**src/rtl/fft_stage_sequencer.sv**
```systemverilog
// Address/twiddle/enable sequencer for an in-place radix-2 DIF FFT over ping-pong banks.
// Define FFT_SCHED_BITREV_EN to add the bit-reversed UNLOAD pass (ul_valid/ul_addr ports).
module fft_stage_sequencer #(
  parameter int N_LOG2 = 10,
  parameter int TW_W   = 7,
  parameter int RD_LAT = 1,
  parameter int BF_LAT = 4
) (
  input  logic              clock_c,
  input  logic              reset,
  input  logic              start,
  input  logic              hold,
  output logic              busy,
  output logic              done,
  output logic [3:0]        stage,
  output logic              rd_en,
  output logic              rd_bank,
  output logic [N_LOG2-1:0] rd_addr_a,
  output logic [N_LOG2-1:0] rd_addr_b,
  output logic [TW_W-1:0]   tw_idx,
  output logic              bf_en,
  output logic              wr_en,
  output logic              wr_bank,
  output logic [N_LOG2-1:0] wr_addr_a,
  output logic [N_LOG2-1:0] wr_addr_b,
`ifdef FFT_SCHED_BITREV_EN
  output logic              ul_valid,
  output logic [N_LOG2-1:0] ul_addr,
`endif
  output logic              result_bank
);
  localparam int DLY = RD_LAT + BF_LAT;
  localparam int DW  = $clog2(DLY + 1);
  localparam int EW  = N_LOG2 - 1;
`ifdef FFT_SCHED_BITREV_EN
  localparam int CW  = N_LOG2;
`else
  localparam int CW  = N_LOG2 - 1;
`endif
  localparam logic [N_LOG2-1:0] ONE = N_LOG2'(1);

  typedef enum logic [2:0] {S_IDLE, S_ISSUE, S_DRAIN, S_UNLOAD, S_FINISH} state_t;
  typedef struct packed {
    logic              vld;
    logic              bank;
    logic [N_LOG2-1:0] a;
    logic [N_LOG2-1:0] b;
  } wr_ent_t;

  state_t                      state, state_n;
  logic [CW-1:0]               cnt;
  logic [DW-1:0]               dcnt;
  logic                        res_q;
  logic [3:0]                  sh;
  logic [N_LOG2-1:0]           kx, jx, ax, bx;
  logic [EW-1:0]               ex;
  logic                        adv, issue, k_last, d_last, s_last;
  wr_ent_t                     ent_in;
  wr_ent_t [DLY-1:0]           wr_pipe;
  logic [RD_LAT-1:0][TW_W-1:0] tw_pipe;

  assign adv    = ~hold;
  assign issue  = (state == S_ISSUE) && adv;
  assign k_last = &cnt[N_LOG2-2:0];
  assign d_last = dcnt == DW'(DLY - 1);
  assign s_last = stage == 4'(N_LOG2 - 1);

  // Pair k: a is k with a zero spliced in at bit sh, b is a with that bit set.
  always_comb begin
    sh = 4'(N_LOG2 - 1) - stage;
    kx = N_LOG2'(cnt[N_LOG2-2:0]);
    jx = kx & ((ONE << sh) - ONE);
    ax = ((kx >> sh) << (sh + 4'd1)) | jx;
    bx = ax | (ONE << sh);
    ex = EW'(jx << stage);
  end

  always_comb begin
    ent_in = '0;
    if (issue) ent_in = '{vld: 1'b1, bank: ~stage[0], a: ax, b: bx};
  end

  // Write-side and twiddle delay lines freeze with the butterfly so alignment survives hold.
  always_ff @(posedge clock_c) begin
    if (reset) begin
      wr_pipe <= '0;
      tw_pipe <= '0;
    end else if (adv) begin
      wr_pipe[0] <= ent_in;
      tw_pipe[0] <= issue ? TW_W'(ex >> (EW - TW_W)) : '0;
      for (int i = 1; i < DLY; i++) wr_pipe[i] <= wr_pipe[i-1];
      for (int i = 1; i < RD_LAT; i++) tw_pipe[i] <= tw_pipe[i-1];
    end
  end

  always_ff @(posedge clock_c) begin
    if (reset) state <= S_IDLE;
    else       state <= state_n;
  end

  always_ff @(posedge clock_c) begin
    if (reset) begin
      stage <= '0;
      cnt   <= '0;
      dcnt  <= '0;
      res_q <= 1'b0;
    end else begin
      case (state)
        S_IDLE: if (start) begin
          stage <= '0;
          cnt   <= '0;
          dcnt  <= '0;
        end
        S_ISSUE:  if (adv) cnt <= k_last ? '0 : cnt + CW'(1);
        S_DRAIN: if (adv) begin
          dcnt <= d_last ? '0 : dcnt + DW'(1);
          if (d_last && !s_last) stage <= stage + 4'd1;
          if (d_last && s_last)  res_q <= ~stage[0];
        end
        S_UNLOAD: if (adv) cnt <= cnt + CW'(1);
        S_FINISH: stage <= '0;
        default: ;
      endcase
    end
  end

  always_comb begin
    state_n = state;
    case (state)
      S_IDLE:   if (start) state_n = S_ISSUE;
      S_ISSUE:  if (adv && k_last) state_n = S_DRAIN;
      S_DRAIN:  if (adv && d_last) begin
        if (!s_last) state_n = S_ISSUE;
`ifdef FFT_SCHED_BITREV_EN
        else         state_n = S_UNLOAD;
`else
        else         state_n = S_FINISH;
`endif
      end
      S_UNLOAD: if (adv && &cnt) state_n = S_FINISH;
      S_FINISH: state_n = S_IDLE;
      default:  state_n = S_IDLE;
    endcase
  end

  always_comb begin
    busy        = state inside {S_ISSUE, S_DRAIN, S_UNLOAD};
    done        = state == S_FINISH;
    rd_en       = issue;
    rd_bank     = stage[0];
    rd_addr_a   = (state == S_ISSUE) ? ax : '0;
    rd_addr_b   = (state == S_ISSUE) ? bx : '0;
    tw_idx      = tw_pipe[RD_LAT-1];
    bf_en       = busy & adv;
    wr_en       = wr_pipe[DLY-1].vld & adv;
    wr_bank     = wr_pipe[DLY-1].bank;
    wr_addr_a   = wr_pipe[DLY-1].a;
    wr_addr_b   = wr_pipe[DLY-1].b;
    result_bank = res_q;
`ifdef FFT_SCHED_BITREV_EN
    ul_valid = (state == S_UNLOAD) & adv;
    ul_addr  = '0;
    if (state == S_UNLOAD)
      for (int i = 0; i < N_LOG2; i++) ul_addr[i] = cnt[N_LOG2-1-i];
`endif
  end
endmodule

```
**config.mk**
```make
export PLATFORM = sky130hd
export DESIGN_NAME = fft_stage_sequencer
export DESIGN_NICKNAME = d
export VERILOG_FILES = /design/src/rtl/fft_stage_sequencer.sv
export SDC_FILE = /design/constraint.sdc
export NUM_CORES = 1
export LEC_CHECK = 0
export ABC_AREA = 0
export CELL_PAD_IN_SITES_DETAIL_PLACEMENT = 2
export CELL_PAD_IN_SITES_GLOBAL_PLACEMENT = 2
export CORE_MARGIN = 2
export CORE_UTILIZATION = 38
export CTS_CLUSTER_SIZE = 20
export DETAILED_ROUTE_END_ITERATION = 10
export PLACE_DENSITY = 0.84
export SYNTH_ARGS = -nofsm -noshare
export SYNTH_HDL_FRONTEND = slang
export SYNTH_SLANG_ARGS = --single-unit
```
**constraint.sdc**
```tcl
create_clock -name clock_c -period 7.1 [get_ports clock_c]
set_input_delay 1.42 -clock clock_c [delete_from_list [all_inputs] [get_ports clock_c]]
set_output_delay 1.42 -clock clock_c [all_outputs]
set_load 0.05 [all_outputs]
```
==> results.py, run 1 <==
metrics = {
    "die": {
        "die_h_um": 142,
        "dieArea_sq_um": 20000,
        "rows": 50,
        "fp.dieW_um": 142,
        "io_pins": 63,
        "start_util_pct": 38.6,
        "core_area_sq_um": 18600,
    },
    "timing": {
        "min_period_ns": 6.05,
        "drv_slew": 0,
        "worstMarginPinSlew_ns": 1.03,
        "slew_headroom_pct": 30.4,
        "rsz0062_at_grt": "no",
        "fmax_mhz": 165,
        "finalSetupTns_ns": 0,
        "fin_crit_sh_pct": 85.2,
        "setup_viol": 0,
        "clock_skew_ns": 0.0114,
        "hold_viol": 0,
    },
    "cts": {
        "cts_tree": "done",
        "cts.repair.resized": 0,
        "cts_sinks": 137,
        "root_buffer": "clkbuf_16",
        "holdBufCountCts": 0,
        "h-tree-depth": 4,
        "cts_buffer_depth": 2,
        "clkTransAtPathRegs_ns": 0.07,
        "post_cts_buffers": 0,
        "worstSkewPairLatency_ns": 0.44,
        "cts_made_buffers": 17,
    },
    "logic_synthesis": {
        "syn_nets": 870,
        "synth_ff_type": "dfxtp_1",
        "synth_top_cell_by_area": "dfxtp_1",
        "synth_common_cells": "140 x nor2_1, 137 x dfxtp_1, 96 x mux2i_1",
        "postSynthCellCount": 853,
        "synth.ff_latch_count": 137,
        "syn_area_sq_um": 7190,
        "syn_avg_cell_area_sq_um": 8.43,
        "synth_top_cells_by_area": "dfxtp_1 38%, mux2i_1 13%, nor2_1 7.3%, nand2_1 3.1%, a21oi_1 2.9%",
        "async_flop_share_pct": 0,
        "synth-edff-count": 0,
        "yosysUniqueCellTypes": 71,
        "synth_top_area_share_pct": 38.1,
        "yosysMostFrequentCell": "nor2_1",
        "yosysSeqAreaShare_pct": 38.1,
        "yosys_warnings": 0,
    },
    "grt": {
        "grt_max_degree": 72,
        "track_usage_pct": 25.0,
        "grt_pass1_wl_mm": 39.0,
        "overflow": 0,
        "grt_pass1_vias": 6773,
        "antenna_found_initial": 0,
    },
    "pwr": {
        "p_seq_share_pct": 37.4,
        "intPower_mw": 1.44,
        "p_leak_nw": 3.09,
        "clkPwrFrac_pct": 41.9,
        "ir_drop_mv": 0.157,
        "total_switching_power_uw": 758,
        "design_power_total_mw": 2.20,
        "pwr-share-comb_pct": 20.7,
        "p_sw_share_pct": 34.5,
        "power.density_nw_per_um2": 266,
    },
    "setup_path": {
        "endpoint_kind": "output pin",
        "worstPathArrival_ns": 4.63,
        "start_kind": "register",
        "required_ns": 5.68,
        "path_class": "reg2out",
        "cp_max_fo": 38,
    },
    "route": {
        "vias": 6348,
        "drc": 0,
        "drtPass1Iterations": 7,
        "via_per_inst": 5.79,
        "ant_nets": 0,
        "drt-initial-drc-count": 348,
        "wl_per_cell_um": 22.2,
        "routed_wirelength_mm": 24.4,
    },
    "layout": {
        "drive_gt1_share_pct": 9.39,
        "fill_cells": 2048,
        "area_growth_pct": 15.0,
        "insertedDiodeCount": 0,
        "fin_nets": 867,
    },
    "placement": {
        "hpwl_mm": 16.3,
        "io_buffers": 62,
        "place_congestion": 0.861,
    },
    "flow_run": {
        "maxCapViolCount": 0,
    },
    "outcome": {
        "outcome": "completed",
    },
    "min_path": {
        "hold_path.class": "reg2reg",
    },
}
## worst paths after layout
path,slack [ns],depth (start not counted),end,from
setup / recovery,1.05,12,rd_addr_b[4],stage[2]
hold / removal,0.46,2,result_bank,result_bank
setup reg to reg,3.08,12,tw_idx[4],stage[2]
hold reg to reg,0.46,2,result_bank,result_bank
## routing by layer
layer / up-vias / GRT usage (%) / wire length (um)
met5: - / 0 / 0
met4: 0 / 8.74 / 566
met3: 40 / 4.29 / 711
met2: 117 / 42.0 / 12000
met1: 3206 / 32.5 / 11100
li1: 2985 / - / -
## power by group through the flow
stage	Clock, mW	Sequential [mW]	Combinational [mW]
3_5_place_dp	0	0.839	0.452
3_3_place_gp	0	0.834	0.441
6_report	0.921	0.821	0.455
5_1_grt	0.964	0.824	0.490
4_1_cts	0.932	0.821	0.454
2_1_floorplan	0	0.822	0.318
## through the flow
stage          util (%)  worst slack, ns  hold WS (ns)  cells  cell area, sq um
3_3_place_gp       41.2             1.78         0.447   1065              7680
3_5_place_dp       41.2             1.61         0.451   1065              7680
4_1_cts            44.4             1.13         0.467   1097              8270
6_report           44.4             1.05         0.462   1097              8270
2_1_floorplan         -             1.53         0.440    853              7190
5_1_grt            44.4            0.711         0.487   1097              8270
## sequential cells by signal, summed over array words and instances (netlist names)
register	count
tw_idx	7
dcnt	3
state	3
wr_addr_a	10
cnt	9
wr_pipe	89
stage	4
wr_bank	1
wr_addr_b	10
result_bank	1
## logic make-up (layout without fill, tap and decap cells)
logic type      Yosys count  in the layout  synth area share, %
fa+ha+maj                13             13                 2.26
xor+xnor                 12             12                 1.57
simple gates            313            313                 20.3
flops                   137            137                 38.1
compound gates          162            162                 15.1
buf+inv                 112            122                 7.53
mux                     104            104                 15.1
## area by class of cell
cell class / count / area [sq um] / area share, %
clock buffer: 18 / 439 / 5.31
tap: 234 / 293 / 3.54
timing repair buffer: 72 / 672 / 8.12
inverter: 18 / 67.6 / 0.817
clock inverter: 14 / 150 / 1.81
sequential: 137 / 2740 / 33.1
multi-input combinational: 604 / 3910 / 47.3
## critical path, cell delays in order (launching register included)
cell and delay, ns:
dfxtp_1 0.67, inv_1 0.25, ha_1 0.35, buf_4 0.26
nor2_1 0.43, nand2_1 0.12, ha_1 0.29, nor2b_1 0.22
a32oi_1 0.28, nand2_1 0.25, nor4_1 0.26, nor2_1 0.08
clkdlybuf4s50_1 0.71
## cell usage in the layout, fill, tap and decap left out, types with 12 or more instances in the layout
cell             count
nor2_1             140
dfxtp_1            137
mux2i_1             96
nand2_1             60
clkdlybuf4s50_1     46
a21oi_1             42
o21ai_0             28
buf_4               24
nor3_1              20
nand3_1             18
inv_1               17
clkbuf_16           17
ha_1                13
nand2b_1            12
Note: power is estimated with default switching activity, not from simulation.
==> inputs of run 2 (changes only) <==
--- a/config.mk
+++ b/config.mk
@@ -12,6 +12,7 @@
 export CORE_UTILIZATION = 38
 export CTS_CLUSTER_SIZE = 20
 export DETAILED_ROUTE_END_ITERATION = 10
+export MAX_ROUTING_LAYER = met4
 export PLACE_DENSITY = 0.84
 export SYNTH_ARGS = -nofsm -noshare
 export SYNTH_HDL_FRONTEND = slang
==> results.py, run 2 (synthesis results as in run 1) <==
metrics = {
    "die": {
        "io_pins": 63,
        "start_util_pct": 38.6,
        "core_area_sq_um": 18600,
        "rows": 50,
        "fp.dieW_um": 142,
        "die_h_um": 142,
        "dieArea_sq_um": 20000,
    },
    "setup_path": {
        "rr_worst_depth": 12,
        "crit_start": "stage[2]",
        "crit_end": "rd_addr_b[4]",
        "ff2ff_setup_slack_ns": 3.01,
        "required_ns": 5.68,
        "worstPathArrival_ns": 4.66,
        "path_class": "reg2out",
        "worstReg2RegStart": "stage[2]",
        "r2r_end": "tw_idx[4]",
        "start_kind": "register",
        "endpoint_kind": "output pin",
        "cp_max_fo": 38,
    },
    "timing": {
        "min_period_ns": 6.08,
        "rsz0062_at_grt": "no",
        "worstMarginPinSlew_ns": 0.960,
        "drv_slew": 0,
        "fin_crit_sh_pct": 85.7,
        "clock_skew_ns": 0.00643,
        "hold_viol": 0,
        "slew_headroom_pct": 35.3,
        "worst_hold_slack_ns": 0.461,
        "fmax_mhz": 164,
        "setup_viol": 0,
        "finalSetupTns_ns": 0,
    },
    "layout": {
        "regMostFlops": "wr_pipe",
        "insertedDiodeCount": 0,
        "drive_gt1_share_pct": 9.16,
        "area_growth_pct": 14.7,
        "largest_reg_flops": 89,
        "final_common_cell": "nor2_1",
        "final_cell_mix": "140 x nor2_1, 137 x dfxtp_1, 96 x mux2i_1",
        "fin_nets": 866,
    },
    "min_path": {
        "hold_path.class": "reg2reg",
        "holdPathStages": 2,
    },
    "grt": {
        "overflow": 0,
        "grt_pass1_vias": 6777,
        "antenna_found_initial": 0,
        "grt_pass1_wl_mm": 39.3,
        "grt_max_degree": 82,
        "track_usage_pct": 26.1,
    },
    "placement": {
        "io_buffers": 62,
        "hpwl_mm": 16.7,
        "place_congestion": 0.896,
    },
    "pwr": {
        "power.density_nw_per_um2": 260,
        "ir_drop_mv": 0.139,
        "design_power_total_mw": 2.15,
        "p_leak_nw": 3.07,
    },
    "route": {
        "drc": 0,
        "ant_nets": 0,
        "routed_wirelength_mm": 24.8,
        "wl_per_cell_um": 22.7,
        "vias": 6366,
        "drtPass1Iterations": 5,
        "drt-initial-drc-count": 379,
        "via_per_inst": 5.81,
    },
    "cts": {
        "holdBufCountCts": 0,
        "cts_tree": "done",
        "worstSkewPairLatency_ns": 0.43,
        "cts_sinks": 137,
        "clkTransAtPathRegs_ns": 0.06,
        "post_cts_buffers": 0,
        "cts_buffer_depth": 2,
        "h-tree-depth": 4,
        "root_buffer": "clkbuf_16",
        "cts_made_buffers": 17,
        "cts.repair.resized": 0,
    },
    "flow_run": {
        "maxCapViolCount": 0,
    },
    "outcome": {
        "outcome": "completed",
    },
}
-- run 2: cell types whose count changed in the layout (fill, tap and decap cells not counted) --
cell | before | now
inv_8 | 6 | 2
buf_4 | 24 | 23
clkinvlp_4 | 1 | 2
clkinv_4 | 0 | 3
clkbuf_1 | 0 | 1
clkinv_2 | 2 | 1
-- run 2: area by class of cell --
class                           instances  area, sq um
Timing Repair Buffer                   71          664
Clock buffer                           19          443
Multi-Input combinational cell        604         3910
Clock inverter                         13          134
Fill cell                            2049        10400
Sequential cell                       137         2740
Inverter                               18         67.6
Tap cell                              234          293
-- run 2: worst max-delay path, stage by stage, from the launching register on --
cell and delay (ns):
dfxtp_1 0.67, inv_1 0.26, ha_1 0.37, buf_4 0.27, nor2_1 0.45, nand2_1 0.11, ha_1 0.31, nor2b_1 0.22
a211o_1 0.31, nand2_1 0.25, nor4_1 0.08, nor2_1 0.11, clkdlybuf4s50_1 0.81
-- run 2: power by group --
| group | leakage [nW] | internal, mW | total [mW] | switching (mW) |
|---|---|---|---|---|
| Sequential | 1.10 | 0.787 | 0.822 | 0.0343 |
| Clock | 0.279 | 0.501 | 0.870 | 0.370 |
| Combinational | 1.69 | 0.140 | 0.458 | 0.318 |
| Total | 3.07 | 1.43 | 2.15 | 0.722 |
-- run 2: layer usage --
layer | GRT usage, % | vias to the layer above | share of wire, %
met4 | 6.74 | 0 | 1.6
li1 | - | 2979 | -
met1 | 32.5 | 3229 | 46
met2 | 44.2 | 130 | 50
met3 | 4.42 | 28 | 3.0
met5 | - | - | 0
-- run 2: worst min path at each step --
stage,startpoint,end,slack [ns]
floorplan,wr_pipe[10],wr_pipe[10],0.44
global placement,result_bank,result_bank,0.45
detailed placement,result_bank,result_bank,0.45
CTS,result_bank,result_bank,0.46
global route,result_bank,result_bank,0.48
finish,result_bank,result_bank,0.46
-- run 2: stage by stage --
stage | util (%) | setup WS, ns | instances | area, sq um
6_report | 44.3 | 1.02 | 1096 | 8250
5_1_grt | 44.3 | 0.743 | 1096 | 8250
4_1_cts | 44.3 | 1.09 | 1096 | 8250
3_3_place_gp | 41.2 | 1.80 | 1064 | 7680
2_1_floorplan | - | 1.53 | 853 | 7190
3_5_place_dp | 41.2 | 1.59 | 1064 | 7680
==> inputs of run 3 (changes only) <==
--- a/config.mk
+++ b/config.mk
@@ -17,3 +17,4 @@
 export SYNTH_ARGS = -nofsm -noshare
 export SYNTH_HDL_FRONTEND = slang
 export SYNTH_SLANG_ARGS = --single-unit
+export TNS_END_PERCENT = 20
==> results of run 3 <==
The final DEF is identical to that of run 2; final timing and power are the same.
==> edit: new RTL, flow settings as in run 1 <==
The option `FFT_SCHED_BITREV_EN` is turned on by a define.
--- a/src/rtl/fft_stage_sequencer.sv
+++ b/src/rtl/fft_stage_sequencer.sv
@@ -1,5 +1,7 @@
 // Address/twiddle/enable sequencer for an in-place radix-2 DIF FFT over ping-pong banks.
 // Define FFT_SCHED_BITREV_EN to add the bit-reversed UNLOAD pass (ul_valid/ul_addr ports).
+`define FFT_SCHED_BITREV_EN
+
 module fft_stage_sequencer #(
   parameter int N_LOG2 = 10,
   parameter int TW_W   = 7,
Check against the original RTL (old outputs only; new: ul_addr and ul_valid): same outputs for any inputs over 10 cycles, from zero or initial values and one cycle with reset high; that may be too few to reach the edited logic, so the function may still have changed.
==> edit against run 1 <==
- sequential cell count up 1
- total power about the same
- routed wire length up 1.6%
- worst setup slack worse by 0.47 ns
- clock power down 2%
- synthesized area down 0.83%
- final area up 1.2%
- global-route usage up 0.44 points
- sequential power up 0.6%
- critical endpoint is now rd_addr_b[6]
==> edit: results (changes against run 1) <==
reg2reg setup slack: 2.89 ns (was 3.08 ns)
placed cell area: 7770 sq um (was 7680 sq um)
multi-input combinational area share: 0.462 (was 0.473)
largest net degree at the start of global routing: 71 (was 72)
via count: 6404 (was 6348)
CLK BUF: 17 (was 18)
M1 GR Usage: 0.303 (was 0.325)
Peak VDD IR: 0.000187 V (was 0.000157 V)
M1 WL: 10600 um (was 11100 um)
Synth area leaders: dfxtp_1, mux2i_1, nor2_1, nand2_1, a21oi_1 (unchanged)
hold_ws: 0.470 ns (was 0.462 ns)
Clock Skew: 0.0106 ns (was 0.0114 ns)
I/O Buffers: 73 (was 62)
Post-Place Worst Slack: 1.04 ns (was 1.61 ns)
Nets: 875 (was 867)
metal2 WL: 13000 um (was 12000 um)
DRT Wirelength: 24700 um (was 24400 um)
Synth top area share: 0.387 (was 0.381)
Area Growth Syn to Fin: 17.3% (was 15.0%)
Yosys cell types: 74 (was 71)
Max-slew headroom: 0.372 (was 0.304)
hold endpoint: wr_pipe[17] (was result_bank)
sequential share of the synthesized area: 0.387 (was 0.381)
final std cells w/o fill: 1105 (was 1097)
DR iter-0 viols: 364 (was 348)
worst hold start: wr_pipe[17] (was result_bank)
Pleak: 0.00321 uW (was 0.00309 uW)
Post-synth top cells: nor2_1, dfxtp_1, mux2i_1 (unchanged)
vias in the first global route: 6865 (was 6773)
Worst Setup EP: rd_addr_b[6] (was rd_addr_b[4])
Multi-Input Combinational: 602 (was 604)
flops & latches, synth: 138 (was 137)
met3 wire len: 634 um (was 711 um)
Signal buffers: 79 (was 72)
hpwl dp: 17400 um (was 16300 um)
crit path max fanout: 19 (was 38)
fmax: 153 MHz (was 165 MHz)
Global Route Usage Sum: 0.255 (was 0.250)
non-clock inverter count: 20 (was 18)
Power Clock: 907 uW (was 921 uW)
sequential share of cell area: 0.330 (was 0.331)
Final GP Congestion: 0.917 (was 0.861)
Sw Ratio: 0.351 (was 0.345)
synthesized area per cell: 8.45 sq um (was 8.43 sq um)
P_seq: 826 uW (was 821 uW)
share of layout cells above drive strength 1: 0.0654 (was 0.0939)
Clk Latency, worst-skew pair: 0.44 ns (about the same)
First-pass DRT Iterations: 4 (was 7)
status: finished clean (unchanged)
Clock-cell share: 0.0712 (about the same)
Crit Reg-Reg Endpoint: tw_idx[6] (was tw_idx[4])
## edit: changes by cell type in the layout (fill, tap and decap cells not counted), moves of 6 or more
cell and change:
clkdlybuf4s50_1 +25, nor4_1 -6, buf_4 -17, nand2_1 +10, o21ai_1 +6, nor3_1 -10, o21ai_0 -9, and3_1 +11
## edit: logic make-up (layout without fill, tap and decap cells)
logic type      Yosys count  in the layout  share of synthesized area
compound gates          164            164                      0.156
xor+xnor                 15             15                     0.0205
fa+ha+maj                13             13                     0.0228
buf+inv                 104            131                     0.0703
flops                   138            138                      0.387
mux                      97             97                      0.142
simple gates            313            313                      0.202
## edit: critical path, cell delays in order, from the launching register on
cell and delay [ns]:
dfxtp_1 0.58, inv_1 0.22, ha_1 0.34, xor2_2 0.76, nor2_1 0.17, nand2_1 0.20, ha_1 0.34, nor4b_1 0.27
nor3_1 0.10, o21ai_0 0.32, o31a_1 0.19, o311a_1 0.29, a21oi_1 0.14, clkdlybuf4s50_1 0.75
